$ cat src/rtl/sdram_arb_pkg.sv
// Shared types and constants for the SDRAM host-port arbiter.
// The FSM state encoding lives here so the arbiter and its bench agree on names.
package sdram_arb_pkg;

   localparam int DEF_HADDR_WIDTH = 24;
   localparam int WORD_WIDTH      = 16;

   typedef enum logic [2:0] {
      IDLE,
      ISSUE,
      WAIT_ACC,
      WAIT_DONE,
      DONE
   } arb_state_t;

endpackage

$ cat src/rtl/rr_pick.sv
// Circular priority encoder: first set request at or after ptr, wrapping modulo N.
// Purely combinational; works for non-power-of-two N.
module rr_pick #(
   parameter int N  = 4,
   parameter int IW = $clog2(N)
) (
   input  logic [N-1:0]  req,
   input  logic [IW-1:0] ptr,
   output logic          found,
   output logic [IW-1:0] idx
);

   logic [IW:0] cand;

   // Walk offsets from the far end so the nearest hit to ptr is written last.
   always_comb begin
      found = 1'b0;
      idx   = '0;
      cand  = '0;
      for (int k = N - 1; k >= 0; k--) begin
         cand = {1'b0, ptr} + (IW + 1)'(k);
         if (cand >= (IW + 1)'(N)) begin
            cand = cand - (IW + 1)'(N);
         end
         if (req[cand[IW-1:0]]) begin
            found = 1'b1;
            idx   = cand[IW-1:0];
         end
      end
   end

endmodule

$ cat src/rtl/sdram_arbiter.sv
// Round-robin arbiter multiplexing several requesters onto one SDRAM controller
// host port; re-issues enables the controller drops while initialising or refreshing.
module sdram_arbiter
   import sdram_arb_pkg::*;
#(
   parameter int NUM_PORTS   = 4,
   parameter int HADDR_WIDTH = DEF_HADDR_WIDTH,
   parameter int ACC_TIMEOUT = 3
) (
   input  logic                             clk,
   input  logic                             rst,
   input  logic [NUM_PORTS-1:0]             req_valid,
   input  logic [NUM_PORTS-1:0]             req_we,
   input  logic [NUM_PORTS*HADDR_WIDTH-1:0] req_addr,
   input  logic [NUM_PORTS*WORD_WIDTH-1:0]  req_wdata,
   output logic [NUM_PORTS-1:0]             req_done,
   output logic [WORD_WIDTH-1:0]            rd_data,
   output logic [NUM_PORTS-1:0]             grant,
   output logic [7:0]                       retry_cnt,
   output logic [HADDR_WIDTH-1:0]           haddr,
   output logic [WORD_WIDTH-1:0]            data_input,
   output logic                             rd_enable,
   output logic                             wr_enable,
   input  logic [WORD_WIDTH-1:0]            data_output,
   input  logic                             busy
);

   localparam int IW = $clog2(NUM_PORTS);
   localparam int CW = $clog2(ACC_TIMEOUT + 1);

   arb_state_t    state_reg;
   logic [IW-1:0] ptr_reg;
   logic [IW-1:0] idx_reg;
   logic          we_reg;
   logic [CW-1:0] wait_cnt_reg;

   logic          pick_found;
   logic [IW-1:0] pick_idx;

   rr_pick #(
      .N  (NUM_PORTS),
      .IW (IW)
   ) u_pick (
      .req   (req_valid),
      .ptr   (ptr_reg),
      .found (pick_found),
      .idx   (pick_idx)
   );

   // Enables are raised on entry to ISSUE so they are high for exactly that cycle.
   always_ff @(posedge clk or posedge rst) begin
      if (rst) begin
         state_reg    <= IDLE;
         ptr_reg      <= '0;
         idx_reg      <= '0;
         we_reg       <= 1'b0;
         wait_cnt_reg <= '0;
         req_done     <= '0;
         rd_data      <= '0;
         grant        <= '0;
         retry_cnt    <= '0;
         haddr        <= '0;
         data_input   <= '0;
         rd_enable    <= 1'b0;
         wr_enable    <= 1'b0;
      end else begin
         case (state_reg)
            IDLE: begin
               if (pick_found) begin
                  idx_reg    <= pick_idx;
                  we_reg     <= req_we[pick_idx];
                  haddr      <= req_addr[int'(pick_idx)*HADDR_WIDTH +: HADDR_WIDTH];
                  data_input <= req_wdata[int'(pick_idx)*WORD_WIDTH +: WORD_WIDTH];
                  grant      <= NUM_PORTS'(1) << pick_idx;
                  rd_enable  <= ~req_we[pick_idx];
                  wr_enable  <= req_we[pick_idx];
                  state_reg  <= ISSUE;
               end
            end
            ISSUE: begin
               rd_enable    <= 1'b0;
               wr_enable    <= 1'b0;
               wait_cnt_reg <= '0;
               state_reg    <= WAIT_ACC;
            end
            WAIT_ACC: begin
               if (busy) begin
                  state_reg <= WAIT_DONE;
               end else if (wait_cnt_reg == CW'(ACC_TIMEOUT - 1)) begin
                  // Controller never went busy: the enable was swallowed, try again.
                  if (retry_cnt != 8'hFF) begin
                     retry_cnt <= retry_cnt + 8'd1;
                  end
                  rd_enable <= ~we_reg;
                  wr_enable <= we_reg;
                  state_reg <= ISSUE;
               end else begin
                  wait_cnt_reg <= wait_cnt_reg + CW'(1);
               end
            end
            WAIT_DONE: begin
               if (!busy) begin
                  if (!we_reg) begin
                     rd_data <= data_output;
                  end
                  req_done  <= grant;
                  state_reg <= DONE;
               end
            end
            DONE: begin
               req_done  <= '0;
               grant     <= '0;
               ptr_reg   <= (idx_reg == IW'(NUM_PORTS - 1)) ? '0 : idx_reg + IW'(1);
               state_reg <= IDLE;
            end
            default: begin
               state_reg <= IDLE;
            end
         endcase
      end
   end

endmodule

$ cat config.mk
export PLATFORM = sky130hd
export DESIGN_NAME = sdram_arbiter
export DESIGN_NICKNAME = d
export VERILOG_FILES = /design/src/rtl/sdram_arb_pkg.sv /design/src/rtl/rr_pick.sv /design/src/rtl/sdram_arbiter.sv
export SDC_FILE = /design/constraint.sdc
export NUM_CORES = 1
export LEC_CHECK = 0
export CAP_MARGIN = 20
export CORE_UTILIZATION = 42
export CTS_CLUSTER_DIAMETER = 100
export DETAILED_ROUTE_END_ITERATION = 10
export GPL_ROUTABILITY_DRIVEN = 0
export PLACE_DENSITY = 0.86
export SETUP_SLACK_MARGIN = 0.05
export SYNTH_ARGS = -nofsm -noshare
export SYNTH_HDL_FRONTEND = slang
export SYNTH_SLANG_ARGS = --single-unit
$ cat constraint.sdc
create_clock -name clk -period 5.4 [get_ports clk]
set_input_delay 0.81 -clock clk [delete_from_list [all_inputs] [get_ports clk]]
set_output_delay 0.81 -clock clk [all_outputs]
set_load 0.005 [all_outputs]
==> results.txt, run 1 <==
----------------------------------------------------
[Routing]
  Initial DRT Pass Iterations ... 4
  Remaining routing DRC violations ... 0
  Post-DRT Antenna Nets ... 0
  Total Wirelength ... ~17000 µm
  Count of vias placed by the detailed router ... just over 5000
  Number of design-rule violations left by the first detailed-router iteration ... 382
  Vias per Instance ... 5.76
  Routed length per placed instance ... between 15 and 20 µm

[STA]
  RSZ-0062 raised after global routing ... false
  Final TNS setup ... 0 ns
  Part of the cycle the worst path needs ... about three fifths
  Clock skew after layout ... between 0.006 and 0.007 ns
  Max-slew violation count ... 0
  Slew Limit Headroom ... about a third
  Number of failing hold endpoints at the final stage ... 0
  Final-layout worst hold slack ... slightly below 0.5 ns
  Maximum achievable frequency ... about 300 MHz
  Period minus WS final ... 3.33 ns
  Count of endpoints failing setup in the final report ... 0
  Tightest Pin Transition ... 0.967 ns

[Worst setup path]
  WP buf/inv ... 2
  Peak per-stage delay on the critical path ... 0.90 ns
  Slowest stage cell, crit path ... sky130_fd_sc_hd__or4b_1
  Crit Path Max Fanout ... 22
  Critical path class ... in2reg
  Reg2Reg Setup Slack ... 2.63 ns
  Worst-path cell chain ... clkdlybuf4s50_1, nor2_1, or4b_1, buf_4, nand2_4, mux2_1, o211ai_1
  Worst setup SP type ... input pin
  Data arrival time of the worst path ... about 3.6 ns
  Critical path required time ... about 5.7 ns
  Type of element capturing the critical path ... flip-flop
  Family with the most delay on the worst path ... simple AND/OR/NAND/NOR gates

[Final layout]
  Count of filler cells inserted in the layout ... between 800 and 900
  Post-Layout Cell Count ... around 900
  Area grow syn2layout ... 63.2%
  Net count reported at finish ... between 900 and 1000
  Share of post-route cells with drive strength above 1 ... approximately 7.5%
  Largest Register ... haddr
  Number of diodes ... 0
  Number of flip-flops under the largest register name ... 24
  Largest registers ... haddr x24, data_input x16, rd_data x16

[Global route]
  Number of global-route vias before repair ... around 5300
  M2 GR Usage ... roughly half
  First-pass GRT wire length ... 25700 µm
  Antenna violations before repair ... 0
  Global route hottest layer ... met2
  Fraction of met1 tracks used by global routing ... around 32%
  Total congestion overflow after global routing ... 0
  Combined global-route utilization of all metal layers ... ~28%
  Met3 track utilization from global routing ... slightly above 8%
  Largest net degree at the start of global routing ... 56

[Clocking]
  Post-CTS clock slew at the launch and capture registers of the worst setup and hold paths ... roughly 0.06 ns
  Number of clock buffers inserted by TritonCTS ... 9
  Number of instances resized during post-cts repair ... 0
  CTS sink cnt ... 84
  Maximum count of clock buffers along a single path ... 2
  Clock Tree Root ... sky130_fd_sc_hd__clkbuf_16
  Clock Latency Late Sink ... around 0.33 ns
  Buffers inserted by post-CTS timing repair ... 0
  Number of buffers added to fix hold violations after cts ... 0
  TritonCTS clock tree ... done
  Max H-tree Level ... 3

[Floorplanning]
  Die Wd ... between 100 and 150 µm
  Number of placement rows ... 38
  Core area ... roughly 11000 µm²
  Area of the die ... 11700 µm²
  I/O pin count ... around 260
  Vert. Die Dim ... around 110 µm
  Initial Util ... 43.4%

[Synthesis]
  Seq/Total Area, Yosys ... between 40% and 50%
  Async S/R FF share, synth ... between 90% and 100%
  #FFs+latches synth ... 84
  Synthesis Warnings ... 0
  Average instance area after synthesis ... between 9 and 10 µm²
  Post-synthesis instance area ... between 4000 and 5000 µm²
  Count of flip-flops with a built-in enable after synthesis ... 0
  Area leader, netlist ... sky130_fd_sc_hd__dfrtp_1
  Post-synth top cells ... sky130_fd_sc_hd__dfrtp_1 (84), sky130_fd_sc_hd__nor2_1 (54), sky130_fd_sc_hd__nand3_1 (49)
  Primary FF master, synth ... sky130_fd_sc_hd__dfrtp_1
  Leading post-synthesis cells by cell area ... sky130_fd_sc_hd__dfrtp_1 (44%), sky130_fd_sc_hd__a221oi_1 (7.4%), sky130_fd_sc_hd__a21o_1 (6.8%)
  Share of the synthesized area in the top cell type ... 44.3%
  Total nets after synthesis ... 705
  Number of instances in the synthesized netlist ... 515
  Most frequent cell after synthesis ... sky130_fd_sc_hd__dfrtp_1
  Number of distinct standard cells referenced by the synthesized netlist ... 50

[Pwr]
  IR Drop Worst-Case VDD ... roughly 0.3 mV
  P_leak ... around 3.2 nW
  Power per standard cell area ... roughly 470 nW/µm²

[Run]
  Reported max-cap violation count ... 0

[Placed design]
  DPL Wire Length ... 11900 µm
  Number of port buffers ... 260
  Number of placed instances with taps included ... approximately 900

[Outcome]
  Result of the run ... complete, no violations

[Hold path]
  Classification of the worst-slack hold path ... reg2reg

----------------------------------------------------
[routing by layer]
layer  wire [µm]  share of wire (%)
met1        6550                 39
met5           0                  0
met2        8410                 50
met3        1380                8.2
met4         385                2.3
[stage by stage]
| stage | utilization [%] | instance area [µm²] | power [mW] | setup slack [ns] |
|---|---|---|---|---|
| finish | 70.8 | 7740 | 3.67 | 2.07 |
| global route | 70.8 | 7740 | 3.92 | 1.93 |
| CTS | 70.6 | 7720 | 3.68 | 2.12 |
| detailed placement | 67.7 | 7400 | 3.00 | 1.74 |
| global placement | 67.6 | 7390 | 2.91 | 1.64 |
| floorplan | - | 4740 | 2.08 | 2.42 |
[final timing paths]
path | startpoint | to | cells after the start
min in group asynchronous | rst | rd_data[13]$_DFFE_PP0P_ | 2
hold reg to reg | idx_reg[1]$_DFFE_PP0P_ | idx_reg[1]$_DFFE_PP0P_ | 2
hold / removal | idx_reg[1]$_DFFE_PP0P_ | idx_reg[1]$_DFFE_PP0P_ | 2
max in group asynchronous | rst | rd_data[3]$_DFFE_PP0P_ | 3
setup reg to reg | ptr_reg[1]$_DFFE_PP0P_ | rd_enable$_DFFE_PP0P_ | 6
setup / recovery | req_valid[3] | rd_enable$_DFFE_PP0P_ | 7
[final cells by class]
cell class              count  area (µm²)  area share (%)
well taps                 140         175            2.26
flip-flops and latches     84        2100            27.2
repair buffers            272        2700            34.9
clock inverters             4        72.6           0.938
multi-input cells         378        2420            31.3
inverters                   5        20.0           0.259
clock buffers              12         246            3.19
[tightest hold or removal path, delay by kind of cell, from the launching register on]
family           cells  cell delay, ns
and+or+nand+nor      2            0.10
DFF                  1            0.35
[power breakdown]
part           switching, mW  total (mW)  internal [mW]
sequential             0.218        1.14          0.921
clock                  0.244       0.661          0.417
combinational          0.872        1.87          0.994
[cell usage in the layout (no fill, tap or decap), drive strengths merged, types with 3 or more instances in the layout]
cell and instances:
a21o 43, a21oi 47, a221oi 40, a22o 4, and3 4, buf 12, clkbuf 12, clkdlybuf4s50 260
dfrtp 84, ha 3, inv 4, mux2 18, mux2i 4, nand2 22, nand2b 3, nand3 49
nor2 54, nor2b 5, nor3 3, o211ai 3, o21ai 47, xnor2 4, xor2 3
[logic make-up (layout without fill, tap and decap cells)]
logic type | Yosys count | after routing | share of synthesized area, %
and+or+nand+nor | 151 | 151 | 15.6
xor gates and xnor gates | 7 | 7 | 1.29
buffers and inverters | 53 | 293 | 5.46
muxes | 22 | 22 | 5.12
adders and majority gates | 3 | 3 | 0.792
DFF | 84 | 84 | 44.3
AOI/OAI and AO/OA | 195 | 195 | 27.4
No activity file was read; power rests on OpenSTA's default activity.
==> run 2, diff against run 1 <==
--- a/config.mk
+++ b/config.mk
@@ -6,11 +6,11 @@
 export NUM_CORES = 1
 export LEC_CHECK = 0
 export CAP_MARGIN = 20
-export CORE_UTILIZATION = 42
+export CORE_UTILIZATION = 39
 export CTS_CLUSTER_DIAMETER = 100
 export DETAILED_ROUTE_END_ITERATION = 10
 export GPL_ROUTABILITY_DRIVEN = 0
-export PLACE_DENSITY = 0.86
+export PLACE_DENSITY = 0.81
 export SETUP_SLACK_MARGIN = 0.05
 export SYNTH_ARGS = -nofsm -noshare
 export SYNTH_HDL_FRONTEND = slang
==> constraint.sdc (replaced) <==
create_clock -name clk -period 3.2 [get_ports clk]
set_input_delay 0.48 -clock clk [delete_from_list [all_inputs] [get_ports clk]]
set_output_delay 0.48 -clock clk [all_outputs]
set_load 0.005 [all_outputs]
==> results.txt, run 2 (synthesis results as in run 1) <==
----------------------------------------------------
[STA]
  Slew Limit Headroom ... 47.5%
  Maximum achievable frequency ... approximately 400 MHz
  Clock skew after layout ... 0.00974 ns
  Final TNS setup ... 0 ns
  RSZ-0062 raised after global routing ... false
  Number of failing hold endpoints at the final stage ... 0
  Tightest Pin Transition ... 0.787 ns
  Count of endpoints failing setup in the final report ... 0
  Max-slew violation count ... 0
  Part of the cycle the worst path needs ... 77.7%
  Period minus WS final ... between 2 and 2.5 ns

[Worst setup path]
  Worst setup SP type ... input pin
  Crit Path Max Fanout ... 14
  WP buf/inv ... 2
  Worst-path cell chain ... clkdlybuf4s50_1, nor2b_4, o22ai_1, a22o_1, buf_4, a221oi_1, a21oi_1
  Type of element capturing the critical path ... flip-flop
  Family with the most delay on the worst path ... compound AO/OA/AOI/OAI gates
  Critical path required time ... around 3.4 ns
  Data arrival time of the worst path ... roughly 2.7 ns
  Peak per-stage delay on the critical path ... a little over 0.6 ns
  Slowest stage cell, crit path ... sky130_fd_sc_hd__clkdlybuf4s50_1
  Critical path class ... in2reg

[Placed design]
  Number of port buffers ... 260
  Placement Cell Area ... about 7500 µm²
  DPL Wire Length ... approximately 13000 µm
  Number of placed instances with taps included ... around 890

[Clocking]
  Buffers inserted by post-CTS timing repair ... 0
  Number of instances resized during post-cts repair ... 0
  TritonCTS clock tree ... done
  Clock Latency Late Sink ... about 0.34 ns
  CTS sink cnt ... 84
  Number of clock buffers inserted by TritonCTS ... 9
  Number of buffers added to fix hold violations after cts ... 0
  Clock Tree Root ... sky130_fd_sc_hd__clkbuf_16
  Max H-tree Level ... 3
  Post-CTS clock slew at the launch and capture registers of the worst setup and hold paths ... roughly 0.060 ns
  Maximum count of clock buffers along a single path ... 2

[Final layout]
  Number of diodes ... 0
  Area grow syn2layout ... 64.6%
  Final non-filler cell area ... around 8000 µm²
  Largest registers ... haddr x24, data_input x16, rd_data x16
  Number of flip-flops under the largest register name ... 24
  Count of filler cells inserted in the layout ... 910
  Commonest cells after routing, fill and taps aside ... sky130_fd_sc_hd__clkdlybuf4s50_1 (260), sky130_fd_sc_hd__dfrtp_1 (84), sky130_fd_sc_hd__nor2_1 (54)
  Net count reported at finish ... 947
  Leading cell type in the layout, fill and taps excluded ... sky130_fd_sc_hd__clkdlybuf4s50_1
  Final core utilization ... 67.2%
  Largest Register ... haddr
  Share of post-route cells with drive strength above 1 ... between 8 and 9%
  Post-Layout Cell Count ... 905

[Global route]
  Combined global-route utilization of all metal layers ... between 20% and 30%
  Total congestion overflow after global routing ... 0
  Fraction of met1 tracks used by global routing ... a little under a third
  Global route hottest layer ... met2
  Largest net degree at the start of global routing ... 45
  Antenna violations before repair ... 0
  First-pass GRT wire length ... around 28000 µm
  M2 GR Usage ... 49.2%
  Met3 track utilization from global routing ... approximately 5.2%
  Number of global-route vias before repair ... approximately 5600

[Outcome]
  Violations in the final reports ... DRC
  Result of the run ... finished, violations left

[Routing]
  Vias per Instance ... 5.89
  Total Wirelength ... about 17000 µm
  Post-DRT Antenna Nets ... 0
  Routed length per placed instance ... between 15 and 20 µm
  Count of vias placed by the detailed router ... 5328
  Remaining routing DRC violations ... 18
  Initial DRT Pass Iterations ... 8
  Number of design-rule violations left by the first detailed-router iteration ... just under 500

[Floorplanning]
  Number of placement rows ... 39
  Area of the die ... around 13000 µm²
  Die Wd ... between 100 and 150 µm
  Initial Util ... around two fifths
  Core area ... 11600 µm²
  I/O pin count ... 261
  Vert. Die Dim ... between 100 and 150 µm

[Run]
  Reported max-cap violation count ... 0

[Hold path]
  Classification of the worst-slack hold path ... reg2reg

[Pwr]
  P_leak ... about 3.2 nW
  Power per standard cell area ... 798 nW/µm²
  IR Drop Worst-Case VDD ... ~0.55 mV

----------------------------------------------------
## run 2: changes by cell type in the layout (fill, tap and decap cells not counted), sizes merged
cell,change
inv,+2
bufinv,-1
clkbuf,-2
clkinvlp,+1
buf,+7
## run 2: area by class of cell
type                    count  area, µm²  area share [%]
well taps                 143        179            2.29
multi-input cells         378       2420            31.1
inverters                   5       20.0           0.256
repair buffers            279       2770            35.5
flip-flops and latches     84       2100            26.9
clock buffers              10        239            3.06
clock inverters             6       71.3           0.914
## run 2: worst paths after layout
check	startpoint	endpoint	slack [ns]	cells past startpoint
setup reg to reg	ptr_reg[1]$_DFFE_PP0P_	we_reg$_DFFE_PP0P_	1.02	6
max in group asynchronous	rst	idx_reg[1]$_DFFE_PP0P_	1.82	3
setup / recovery	req_valid[2]	haddr[21]$_DFFE_PP0P_	0.71	7
min in group asynchronous	rst	data_input[2]$_DFFE_PP0P_	0.61	2
hold reg to reg	retry_cnt[6]$_DFFE_PP0P_	retry_cnt[6]$_DFFE_PP0P_	0.50	1
hold / removal	retry_cnt[6]$_DFFE_PP0P_	retry_cnt[6]$_DFFE_PP0P_	0.50	1
## run 2: where the power goes
| group | switching, mW | internal, mW |
|---|---|---|
| sequential | 0.381 | 1.55 |
| clock | 0.456 | 0.634 |
| combinational | 1.48 | 1.73 |
| total | 2.31 | 3.91 |
## run 2: layer usage
layer,vias to the layer above,routed length [µm]
li1,2390,-
met1,2586,6720
met2,304,8850
met3,48,1370
met4,0,544
met5,-,0
## run 2: worst register-to-register path: stages, from the launching register on
cell and delay, ns:
sky130_fd_sc_hd__dfrtp_1 0.58, sky130_fd_sc_hd__inv_2 0.18, sky130_fd_sc_hd__or4b_1 0.64, sky130_fd_sc_hd__buf_4 0.26, sky130_fd_sc_hd__nand3_1 0.14, sky130_fd_sc_hd__a211o_1 0.15
sky130_fd_sc_hd__o211ai_1 0.10
## run 2: per-stage QoR
step	hold WS, ns	power [mW]	worst slack (ns)
2_1_floorplan	0.451	3.51	0.555
3_3_place_gp	0.480	4.98	0.541
3_5_place_dp	0.485	5.11	0.373
4_1_cts	0.502	6.24	0.726
5_1_grt	0.533	6.63	0.594
6_report	0.498	6.23	0.714
==> run 3, diff against run 2 <==
==> constraint.sdc (replaced) <==
create_clock -name clk -period 2.4 [get_ports clk]
set_input_delay 0.36 -clock clk [delete_from_list [all_inputs] [get_ports clk]]
set_output_delay 0.36 -clock clk [all_outputs]
set_load 0.005 [all_outputs]
==> results.txt, run 3 (synthesis results as in run 1) <==
----------------------------------------------------
[Outcome]
  Result of the run ... finished, violations left
  Violations in the final reports ... DRC

[Routing]
  Post-DRT Antenna Nets ... 0
  Total Wirelength ... ~17000 µm
  Remaining routing DRC violations ... 17
  Routed length per placed instance ... 18.5 µm
  Count of vias placed by the detailed router ... around 5300
  Number of design-rule violations left by the first detailed-router iteration ... about 500
  Vias per Instance ... roughly 5.7
  Initial DRT Pass Iterations ... 8

[Hold path]
  Classification of the worst-slack hold path ... in2async

[Final layout]
  Largest Register ... haddr
  Largest registers ... haddr x24, data_input x16, rd_data x16
  Final core utilization ... between 60 and 70%
  Number of flip-flops under the largest register name ... 24
  Leading cell type in the layout, fill and taps excluded ... sky130_fd_sc_hd__clkdlybuf4s50_1
  Area grow syn2layout ... 67.1%
  Share of post-route cells with drive strength above 1 ... roughly a tenth
  Commonest cells after routing, fill and taps aside ... sky130_fd_sc_hd__clkdlybuf4s50_1 (260), sky130_fd_sc_hd__dfrtp_1 (84), sky130_fd_sc_hd__nor2_1 (54)
  Number of diodes ... 0
  Net count reported at finish ... 957

[Global route]
  Largest net degree at the start of global routing ... 45
  First-pass GRT wire length ... roughly 27000 µm
  Number of global-route vias before repair ... around 5500
  Total congestion overflow after global routing ... 0
  Antenna violations before repair ... 0
  Combined global-route utilization of all metal layers ... a little over a quarter

[Clocking]
  Number of buffers added to fix hold violations after cts ... 0
  TritonCTS clock tree ... done
  Max H-tree Level ... 3
  Number of clock buffers inserted by TritonCTS ... 9
  Buffers inserted by post-CTS timing repair ... 0
  Clock Latency Late Sink ... around 0.33 ns
  Post-CTS clock slew at the launch and capture registers of the worst setup and hold paths ... about 0.060 ns
  Number of instances resized during post-cts repair ... 0
  CTS sink cnt ... 84
  Maximum count of clock buffers along a single path ... 2
  Clock Tree Root ... sky130_fd_sc_hd__clkbuf_16

[Worst setup path]
  Critical path class ... reg2reg
  WP buf/inv ... 1
  Type of element capturing the critical path ... flip-flop
  Slowest stage cell, crit path ... sky130_fd_sc_hd__or4b_1
  Data arrival time of the worst path ... 2.39 ns
  Crit Path Max Fanout ... 9
  Worst setup SP type ... flip-flop
  Peak per-stage delay on the critical path ... 0.66 ns
  Family with the most delay on the worst path ... simple AND/OR/NAND/NOR gates
  Worst r2r dst ... rd_enable$_DFFE_PP0P_
  Worst-path cell chain ... inv_2, or4b_1, nand2_4, mux2_1, o211ai_1
  Reg2Reg Setup Slack ... ~0.26 ns
  FF-to-FF path depth ... 5
  R2R Path Start ... ptr_reg[1]$_DFFE_PP0P_
  Critical path required time ... around 2.6 ns

[STA]
  Count of endpoints failing setup in the final report ... 0
  Part of the cycle the worst path needs ... slightly below 90%
  Maximum achievable frequency ... 467 MHz
  Tightest Pin Transition ... between 0.5 and 0.6 ns
  Period minus WS final ... around 2.1 ns
  Number of failing hold endpoints at the final stage ... 0
  Slew Limit Headroom ... between 60% and 70%
  Final-layout worst hold slack ... roughly 0.44 ns
  RSZ-0062 raised after global routing ... false
  Max-slew violation count ... 0
  Final TNS setup ... 0 ns
  Clock skew after layout ... approximately 0.0054 ns

[Pwr]
  Power per standard cell area ... 1060 nW/µm²
  Overall power after layout ... ~8.4 mW
  IR Drop Worst-Case VDD ... 0.661 mV
  P_leak ... around 3.3 nW

[Floorplanning]
  I/O pin count ... roughly 260
  Die Wd ... approximately 110 µm
  Number of placement rows ... 39
  Initial Util ... around two fifths
  Area of the die ... ~13000 µm²
  Vert. Die Dim ... 112 µm
  Core area ... around 12000 µm²

[Placed design]
  DPL Wire Length ... between 10000 and 15000 µm
  Number of port buffers ... 260

[Run]
  Reported max-cap violation count ... 0

----------------------------------------------------
==> run 3: cell count changes in the layout (fill, tap and decap cells not counted), sizes merged <==
cell,before,now
buf,19,29
clkbuf,10,15
clkinv,2,0
clkinvlp,2,1
inv,6,4
==> run 3: layer usage <==
metal	track usage (%)	vias to the layer above	part of all wire, %
li1	-	2414	-
met1	30.9	2561	38
met2	47.7	251	51
met3	7.67	32	8.3
met4	11.0	0	2.3
met5	0	-	0
==> run 3: final cells by class <==
type	instances	area, µm²
Timing Repair Buffer	289	2900
Clock inverter	1	30.0
Inverter	5	22.5
Fill cell	910	3690
Sequential cell	84	2100
Tap cell	143	179
Multi-Input combinational cell	378	2420
Clock buffer	15	268
==> run 3: worst max-delay path by stage <==
stage | startpoint | cells after the start | end | slack [ns]
after CTS | ptr_reg[1]$_DFFE_PP0P_ | 5 | rd_enable$_DFFE_PP0P_ | 0.27
after detailed placement | req_valid[0] | 7 | haddr[14]$_DFFE_PP0P_ | 0.03
after floorplan | req_valid[3] | 7 | rd_enable$_DFFE_PP0P_ | 0.56
after global routing | ptr_reg[1]$_DFFE_PP0P_ | 6 | data_input[13]$_DFFE_PP0P_ | 0.18
after global placement | req_valid[0] | 7 | haddr[5]$_DFFE_PP0P_ | 0.07
final | ptr_reg[1]$_DFFE_PP0P_ | 5 | rd_enable$_DFFE_PP0P_ | 0.26
==> run 3: report_power, final <==
part / internal (mW) / leakage, nW / switching, mW
combinational: 2.41 / 2.11 / 2.04
sequential: 2.07 / 1.01 / 0.454
clock: 0.866 / 0.144 / 0.534
==> run 3: stage by stage <==
step | area (µm²) | setup slack, ns | cells
after floorplan | 4740 | 0.563 | 515
after global placement | 7620 | 0.0686 | 899
after detailed placement | 7620 | 0.0260 | 899
after CTS | 7920 | 0.273 | 915
after global routing | 7920 | 0.178 | 915
final | 7920 | 0.257 | 915
==> run 3: worst reg2reg max path, cell delays in order (launching register included) <==
cell and delay [ns]:
sky130_fd_sc_hd__dfrtp_1 0.58, sky130_fd_sc_hd__inv_2 0.17, sky130_fd_sc_hd__or4b_1 0.66, sky130_fd_sc_hd__nand2_4 0.13, sky130_fd_sc_hd__mux2_1 0.32, sky130_fd_sc_hd__o211ai_1 0.18
